`src/rtl/muldiv_unit.sv`:
```
// HI/LO multiply/divide unit: fixed-latency multiply, iterative radix-2 restoring divide.
// Define MULDIV_MADD_EN to enable MADD/MADDU/MSUB/MSUBU accumulate ops (reserved otherwise).
module muldiv_unit #(
    parameter int WIDTH   = 32,
    parameter int MUL_LAT = 5
) (
    input  logic             clk,
    input  logic             reset,
    input  logic             op_valid,
    input  logic [3:0]       op,
    input  logic [WIDTH-1:0] src_a,
    input  logic [WIDTH-1:0] src_b,
    input  logic             flush,
    output logic             accept,
    output logic             busy,
    output logic [WIDTH-1:0] hi,
    output logic [WIDTH-1:0] lo,
    output logic             div_zero
);

    localparam int CW = $clog2((WIDTH > MUL_LAT ? WIDTH : MUL_LAT) + 1);

    typedef enum logic [3:0] {
        OP_NOP, OP_MULT, OP_MULTU, OP_DIV, OP_DIVU, OP_MTHI, OP_MTLO,
        OP_MADD, OP_MADDU, OP_MSUB, OP_MSUBU
    } op_e;

    typedef enum logic [1:0] {S_IDLE, S_MUL, S_DIV, S_DFIX} state_e;

    state_e             r_state;
    logic               r_busy, r_div_zero;
    logic [WIDTH-1:0]   r_hi, r_lo;
    logic [CW-1:0]      r_cnt;
    logic [2*WIDTH-1:0] r_ma, r_mb;
    logic [WIDTH-1:0]   r_q, r_rem, r_dvs;
    logic               r_qneg, r_rneg, r_dz;

    logic               w_legal, w_is_mul, w_is_div, w_is_mthi, w_is_mtlo, w_signed;
    logic               w_neg_a, w_neg_b;
    logic [WIDTH-1:0]   w_mag_a, w_mag_b;
    logic [2*WIDTH-1:0] w_ext_a, w_ext_b, w_mul_a, w_mul_b, w_prod, w_hilo_new;
    logic [WIDTH:0]     w_rem_sh, w_diff;
    logic               w_fit;
    logic [WIDTH-1:0]   w_q_fix, w_r_fix;

`ifdef MULDIV_MADD_EN
    typedef enum logic [1:0] {ACC_NONE, ACC_ADD, ACC_SUB} acc_e;
    acc_e w_acc_mode, r_acc_mode, w_acc_sel;
`endif

    always_comb begin
        w_legal   = 1'b0;
        w_is_mul  = 1'b0;
        w_is_div  = 1'b0;
        w_is_mthi = 1'b0;
        w_is_mtlo = 1'b0;
        w_signed  = 1'b0;
`ifdef MULDIV_MADD_EN
        w_acc_mode = ACC_NONE;
`endif
        case (op_e'(op))
            OP_MULT:  begin w_legal = 1'b1; w_is_mul = 1'b1; w_signed = 1'b1; end
            OP_MULTU: begin w_legal = 1'b1; w_is_mul = 1'b1; end
            OP_DIV:   begin w_legal = 1'b1; w_is_div = 1'b1; w_signed = 1'b1; end
            OP_DIVU:  begin w_legal = 1'b1; w_is_div = 1'b1; end
            OP_MTHI:  begin w_legal = 1'b1; w_is_mthi = 1'b1; end
            OP_MTLO:  begin w_legal = 1'b1; w_is_mtlo = 1'b1; end
`ifdef MULDIV_MADD_EN
            OP_MADD:  begin w_legal = 1'b1; w_is_mul = 1'b1; w_signed = 1'b1; w_acc_mode = ACC_ADD; end
            OP_MADDU: begin w_legal = 1'b1; w_is_mul = 1'b1; w_acc_mode = ACC_ADD; end
            OP_MSUB:  begin w_legal = 1'b1; w_is_mul = 1'b1; w_signed = 1'b1; w_acc_mode = ACC_SUB; end
            OP_MSUBU: begin w_legal = 1'b1; w_is_mul = 1'b1; w_acc_mode = ACC_SUB; end
`endif
            default: ;
        endcase
    end

    assign accept = op_valid & ~r_busy & ~flush & w_legal;

    assign w_ext_a = w_signed ? {{WIDTH{src_a[WIDTH-1]}}, src_a} : {{WIDTH{1'b0}}, src_a};
    assign w_ext_b = w_signed ? {{WIDTH{src_b[WIDTH-1]}}, src_b} : {{WIDTH{1'b0}}, src_b};
    assign w_neg_a = w_signed & src_a[WIDTH-1];
    assign w_neg_b = w_signed & src_b[WIDTH-1];
    assign w_mag_a = w_neg_a ? -src_a : src_a;
    assign w_mag_b = w_neg_b ? -src_b : src_b;

    // Single-cycle latency writes at the accept edge, so the multiplier then reads the ports directly
    assign w_mul_a = (MUL_LAT == 1) ? w_ext_a : r_ma;
    assign w_mul_b = (MUL_LAT == 1) ? w_ext_b : r_mb;
    assign w_prod  = w_mul_a * w_mul_b;

`ifdef MULDIV_MADD_EN
    assign w_acc_sel = (MUL_LAT == 1) ? w_acc_mode : r_acc_mode;
    always_comb begin
        case (w_acc_sel)
            ACC_ADD: w_hilo_new = {r_hi, r_lo} + w_prod;
            ACC_SUB: w_hilo_new = {r_hi, r_lo} - w_prod;
            default: w_hilo_new = w_prod;
        endcase
    end
`else
    assign w_hilo_new = w_prod;
`endif

    assign w_rem_sh = {r_rem, r_q[WIDTH-1]};
    assign w_diff   = w_rem_sh - {1'b0, r_dvs};
    assign w_fit    = ~w_diff[WIDTH];
    assign w_q_fix  = r_qneg ? -r_q : r_q;
    assign w_r_fix  = r_rneg ? -r_rem : r_rem;

    always_ff @(posedge clk) begin
        if (reset) begin
            r_state    <= S_IDLE;
            r_busy     <= 1'b0;
            r_div_zero <= 1'b0;
            r_hi       <= '0;
            r_lo       <= '0;
            r_cnt      <= '0;
            r_ma       <= '0;
            r_mb       <= '0;
            r_q        <= '0;
            r_rem      <= '0;
            r_dvs      <= '0;
            r_qneg     <= 1'b0;
            r_rneg     <= 1'b0;
            r_dz       <= 1'b0;
`ifdef MULDIV_MADD_EN
            r_acc_mode <= ACC_NONE;
`endif
        end else begin
            r_div_zero <= 1'b0;
            case (r_state)
                S_IDLE: if (accept) begin
                    r_ma   <= w_ext_a;
                    r_mb   <= w_ext_b;
                    r_q    <= w_mag_a;
                    r_dvs  <= w_mag_b;
                    r_rem  <= '0;
                    r_qneg <= w_neg_a ^ w_neg_b;
                    r_rneg <= w_neg_a;
                    r_dz   <= (src_b == '0);
`ifdef MULDIV_MADD_EN
                    r_acc_mode <= w_acc_mode;
`endif
                    if (w_is_mthi) r_hi <= src_a;
                    if (w_is_mtlo) r_lo <= src_a;
                    if (w_is_mul) begin
                        if (MUL_LAT == 1) begin
                            {r_hi, r_lo} <= w_hilo_new;
                        end else begin
                            r_state <= S_MUL;
                            r_busy  <= 1'b1;
                            r_cnt   <= CW'(MUL_LAT - 1);
                        end
                    end
                    if (w_is_div) begin
                        r_state <= S_DIV;
                        r_busy  <= 1'b1;
                        r_cnt   <= CW'(WIDTH - 1);
                    end
                end
                S_MUL: begin
                    if (r_cnt == '0) begin
                        {r_hi, r_lo} <= w_hilo_new;
                        r_busy       <= 1'b0;
                        r_state      <= S_IDLE;
                    end else begin
                        r_cnt <= r_cnt - CW'(1);
                    end
                end
                S_DIV: begin
                    r_rem <= w_fit ? w_diff[WIDTH-1:0] : w_rem_sh[WIDTH-1:0];
                    r_q   <= {r_q[WIDTH-2:0], w_fit};
                    if (r_cnt == '0) r_state <= S_DFIX;
                    else             r_cnt   <= r_cnt - CW'(1);
                end
                S_DFIX: begin
                    if (r_dz) begin
                        r_div_zero <= 1'b1;
                    end else begin
                        r_lo <= w_q_fix;
                        r_hi <= w_r_fix;
                    end
                    r_busy  <= 1'b0;
                    r_state <= S_IDLE;
                end
                default: r_state <= S_IDLE;
            endcase
        end
    end

    assign busy     = r_busy;
    assign hi       = r_hi;
    assign lo       = r_lo;
    assign div_zero = r_div_zero;

endmodule
```
`config.mk`:
```
export PLATFORM = sky130hd
export DESIGN_NAME = muldiv_unit
export DESIGN_NICKNAME = d
export VERILOG_FILES = /design/src/rtl/muldiv_unit.sv
export SDC_FILE = /design/constraint.sdc
export NUM_CORES = 2
export LEC_CHECK = 0
export CAP_MARGIN = 40
export CORE_MARGIN = 2
export CORE_UTILIZATION = 29
export DETAILED_ROUTE_END_ITERATION = 16
export RECOVER_POWER = 100
export SETUP_SLACK_MARGIN = 0.02
export SLEW_MARGIN = 20
export SYNTH_ARGS = -nofsm -noshare
export SYNTH_HDL_FRONTEND = slang
export SYNTH_SLANG_ARGS = --single-unit
```
`constraint.sdc`:
```
create_clock -name clk -period 15.4 [get_ports clk]
set_input_delay 2.31 -clock clk [delete_from_list [all_inputs] [get_ports clk]]
set_output_delay 2.31 -clock clk [all_outputs]
set_load 0.05 [all_outputs]
```
==> flow_summary_export.csv <==
group,metric,value,unit
run_status,result_of_the_run,"finished with violations",
run_status,failed_checks,"max-capacitance violations, max-slew violations",
floorplan,dieArea,217900,um^2
synth,netlist.area_leader.share,0.4622,
clocking,cts.sinks,237,
sta,setup-violations-final,0,
setup_path,critPathMostFrequentCell,"fa_1",
floorplan,dieWidth,466.8,um
sta,finalHoldViolations,0,
global_routing,grt_pass1_wl,300200,um
route,wl_per_cell,19.33,um
clocking,cts.root.buffer_cell,"clkbuf_16",
synth,syn-num-nets,8850,
sta,min_period,11.14,ns
synth,synth.area.mux_share,0.004211,
run,drv_cap,6,
route,drc,0,
sta,maxSlewHeadroom,-2.088,
synth,yosys.area.top_type,"fa_1",
setup_path,cpMaxStageDelayCell,"clkbuf_1",
synth,netlist_top_cells_count,"inv_1 (1616), fa_1 (1434), nand2_1 (905), and2_1 (586), clkbuf_1 (351)",
route,totalWireLength,188200,um
global_routing,grt.met3_usage,0.02092,
floorplan,design.portCount,139,
floorplan,std_cell_rows,169,
synth,synth_top_cells_by_area,"fa_1 (46%), inv_1 (9.8%), dfxtp_1 (7.6%)",
synth,yosysMostFrequentCell,"inv_1",
clocking,cts.clk_slew.worst_paths,0.07,ns
global_routing,number_of_global_route_vias_before_repair,50716,
final_layout,fin_area,67190,um^2
global_routing,use_met1,0.2519,
final_layout,fillerInstances,22257,
final_layout,final_nets,8734,
synth,synth_area,62100,um^2
floorplan,die_height,466.8,um
synth,yosys_cell_types,82,
sta,finalHoldWorstSlack,0.4546,ns
clocking,cts_tree,"yes",
setup_path,crit_fanout,34,
synth,synth_ff_type,"dfxtp_1",
global_routing,grt_max_degree,87,
clocking,post_cts_buffers,0,
synth,post_synth_inst_count,7002,
clocking,cts_buffers,27,
place,placed_cell_area,66310,um^2
final_layout,drive_above_1_share,0.02418,
floorplan,core_area,212500,um^2
synth,synth-async-reset-ratio,0,
pwr,static-leakage-power,32.67,nW
setup_path,crit_type,"reg -> reg",
place,hpwl_after_detailed_placement,156000,um
sta,rsz0062_at_grt,"false",
route,num_vias,46739,
clocking,hold_buffers,0,
synth,fraction_of_the_mapped_netlist_area_in_adder_cells,0.5315,
place,placement.io_buffers,138,
global_routing,globalRoute.busiestLayer,"met2",
setup_path,critPathArrivalTime,11.38,ns
sta,worstMarginPinSlew,4.631,ns
place,final_weighted_congestion_of_routability_driven_global_placement,0.9119,
clocking,max-clock-path-buffers,3,
setup_path,endpoint_kind,"flop",
synth,yosys.area_share.simple,0.1485,
global_routing,grt_use_met2,0.2826,
setup_path,max_stage_delay,1.56,ns
route,route.detailed.vias_per_inst,4.801,
synth,synth-compound-area-share,0.08381,
route,antenna_violating_nets_post_route,0,
synth,ys_warn_count,0,
synth,yosys.area_share.xor_xnor,0.03371,
route,drtIter0Drc,3656,
global_routing,globalRouteOverflowTotal,0,
synth,largest_family_of_logic_cells_by_synthesized_area,"adder cells",
global_routing,total_global_routing_track_utilization,0.1757,
clocking,htreeDepth,1,
clocking,clock_latency,0.58,ns
synth,synth_area_per_cell,8.870,um^2
setup_path,startpoint_type,"flop",
worst_hold_path,hold_path.class,"reg -> reg",
synth,sequential_area_share_after_synthesis,0.07640,
setup_path,worst-endpoint-required,15.65,ns
final_layout,layout.core_utilization,0.3162,
global_routing,number_of_antenna_violations_at_the_first_check_in_global_routing,10,
sta,slew_viol_final,286,
sta,timing.setup.tns,0,ns
synth,number_of_enable_type_register_cells_in_the_synthesized_netlist,0,
sta,skew,0.02243,ns
pwr,power_density,51.12,nW/um^2
pwr,max-vdd-ir-drop,0.1579,mV
route,detailedRoute.firstPassIterationCount,5,
sta,maxClockFrequency,0.08980,GHz
synth,postSynthRegisterBits,237,
clocking,cts-resized-gates,0,
final_layout,syn2layout_area_growth,8.192,%
floorplan,initial_utilization,0.2922,
sta,ratio_of_final_minimum_period_to_clock_period,0.7231,
==> per-layer routing <==
layer / wire length, um / vias up
met2: 85490 / 1513
met3: 12030 / 217
met1: 85950 / 24231
li1: - / 20774
met4: 4670 / 4
met5: 26 / -
==> cell families after synthesis <==
logic type      count (synthesis)
xor+xnor                      239
buf+inv                      1991
compound gates                829
fa+ha+maj                    1778
flops                         237
simple gates                 1902
mux                            26
==> flip-flops by register name (all words and copies together), names as in the netlist <==
name      count
busy          1
r_mb         33
hi           32
r_dvs        31
r_dz          1
r_qneg        1
lo           32
r_rem        32
r_cnt         6
div_zero      1
r_ma         33
r_state       2
r_q          32
==> placed cells by master (no fill, tap or decap), types with 45 or more instances in the layout <==
| cell | Yosys | final |
|---|---|---|
| a21oi_1 | 281 | 279 |
| inv_1 | 1616 | 1616 |
| xnor2_1 | 176 | 176 |
| clkdlybuf4s50_1 | 0 | 70 |
| nor2_1 | 159 | 157 |
| a211oi_1 | 45 | 45 |
| ha_1 | 342 | 340 |
| dlygate4sd3_1 | 0 | 67 |
| o21ai_0 | 190 | 190 |
| xor2_1 | 63 | 63 |
| buf_4 | 0 | 78 |
| nand2_1 | 905 | 903 |
| fa_1 | 1434 | 1434 |
| and2_1 | 586 | 584 |
| dfxtp_1 | 237 | 230 |
==> through the flow <==
stage	power [mW]	setup WS (ns)	std cells
2_1_floorplan	2.139	6.245	7002
3_3_place_gp	2.743	5.625	9670
3_5_place_dp	2.762	5.815	9676
4_1_cts	3.444	5.769	9726
5_1_grt	3.630	3.755	9728
6_report	3.435	4.264	9735
==> final timing paths <==
kind | slack, ns | start | endpoint | depth (start not counted)
setup / recovery | 4.26 | r_mb[1]$_SDFFE_PP0P_ | hi[31]$_SDFFE_PP0P_ | 27
hold / removal | 0.45 | r_mb[5]$_SDFFE_PP0P_ | r_mb[5]$_SDFFE_PP0P_ | 2
setup reg to reg | 4.26 | r_mb[1]$_SDFFE_PP0P_ | hi[31]$_SDFFE_PP0P_ | 27
hold reg to reg | 0.45 | r_mb[5]$_SDFFE_PP0P_ | r_mb[5]$_SDFFE_PP0P_ | 2
==> worst max-delay path: cells and delay by family, from the launching register on <==
family,cells,cell delay [ns]
buf+inv,6,2.25
compound gates,6,1.39
flops,1,0.30
fa+ha+maj,11,6.19
xor+xnor,1,0.14
simple gates,3,0.48
==> area by class of cell <==
type	count	area, um^2	area share
flip-flops and latches	237	4753	0.07074
diodes	7	17.52	0.0002607
clock inverters	10	107.6	0.001601
well taps	2821	3530	0.05253
repair buffers	229	2097	0.03121
clock buffers	40	774.5	0.01153
multi-input cells	4774	49840	0.7418
inverters	1617	6070	0.09033
==> power by group <==
group	leakage, nW	internal (mW)	total (mW)	switching, mW
logic	30.3	0.625	1.90	1.28
clock network	0.439	0.382	0.666	0.285
registers	1.93	0.721	0.865	0.144
No activity file was read; power rests on OpenSTA's default activity.
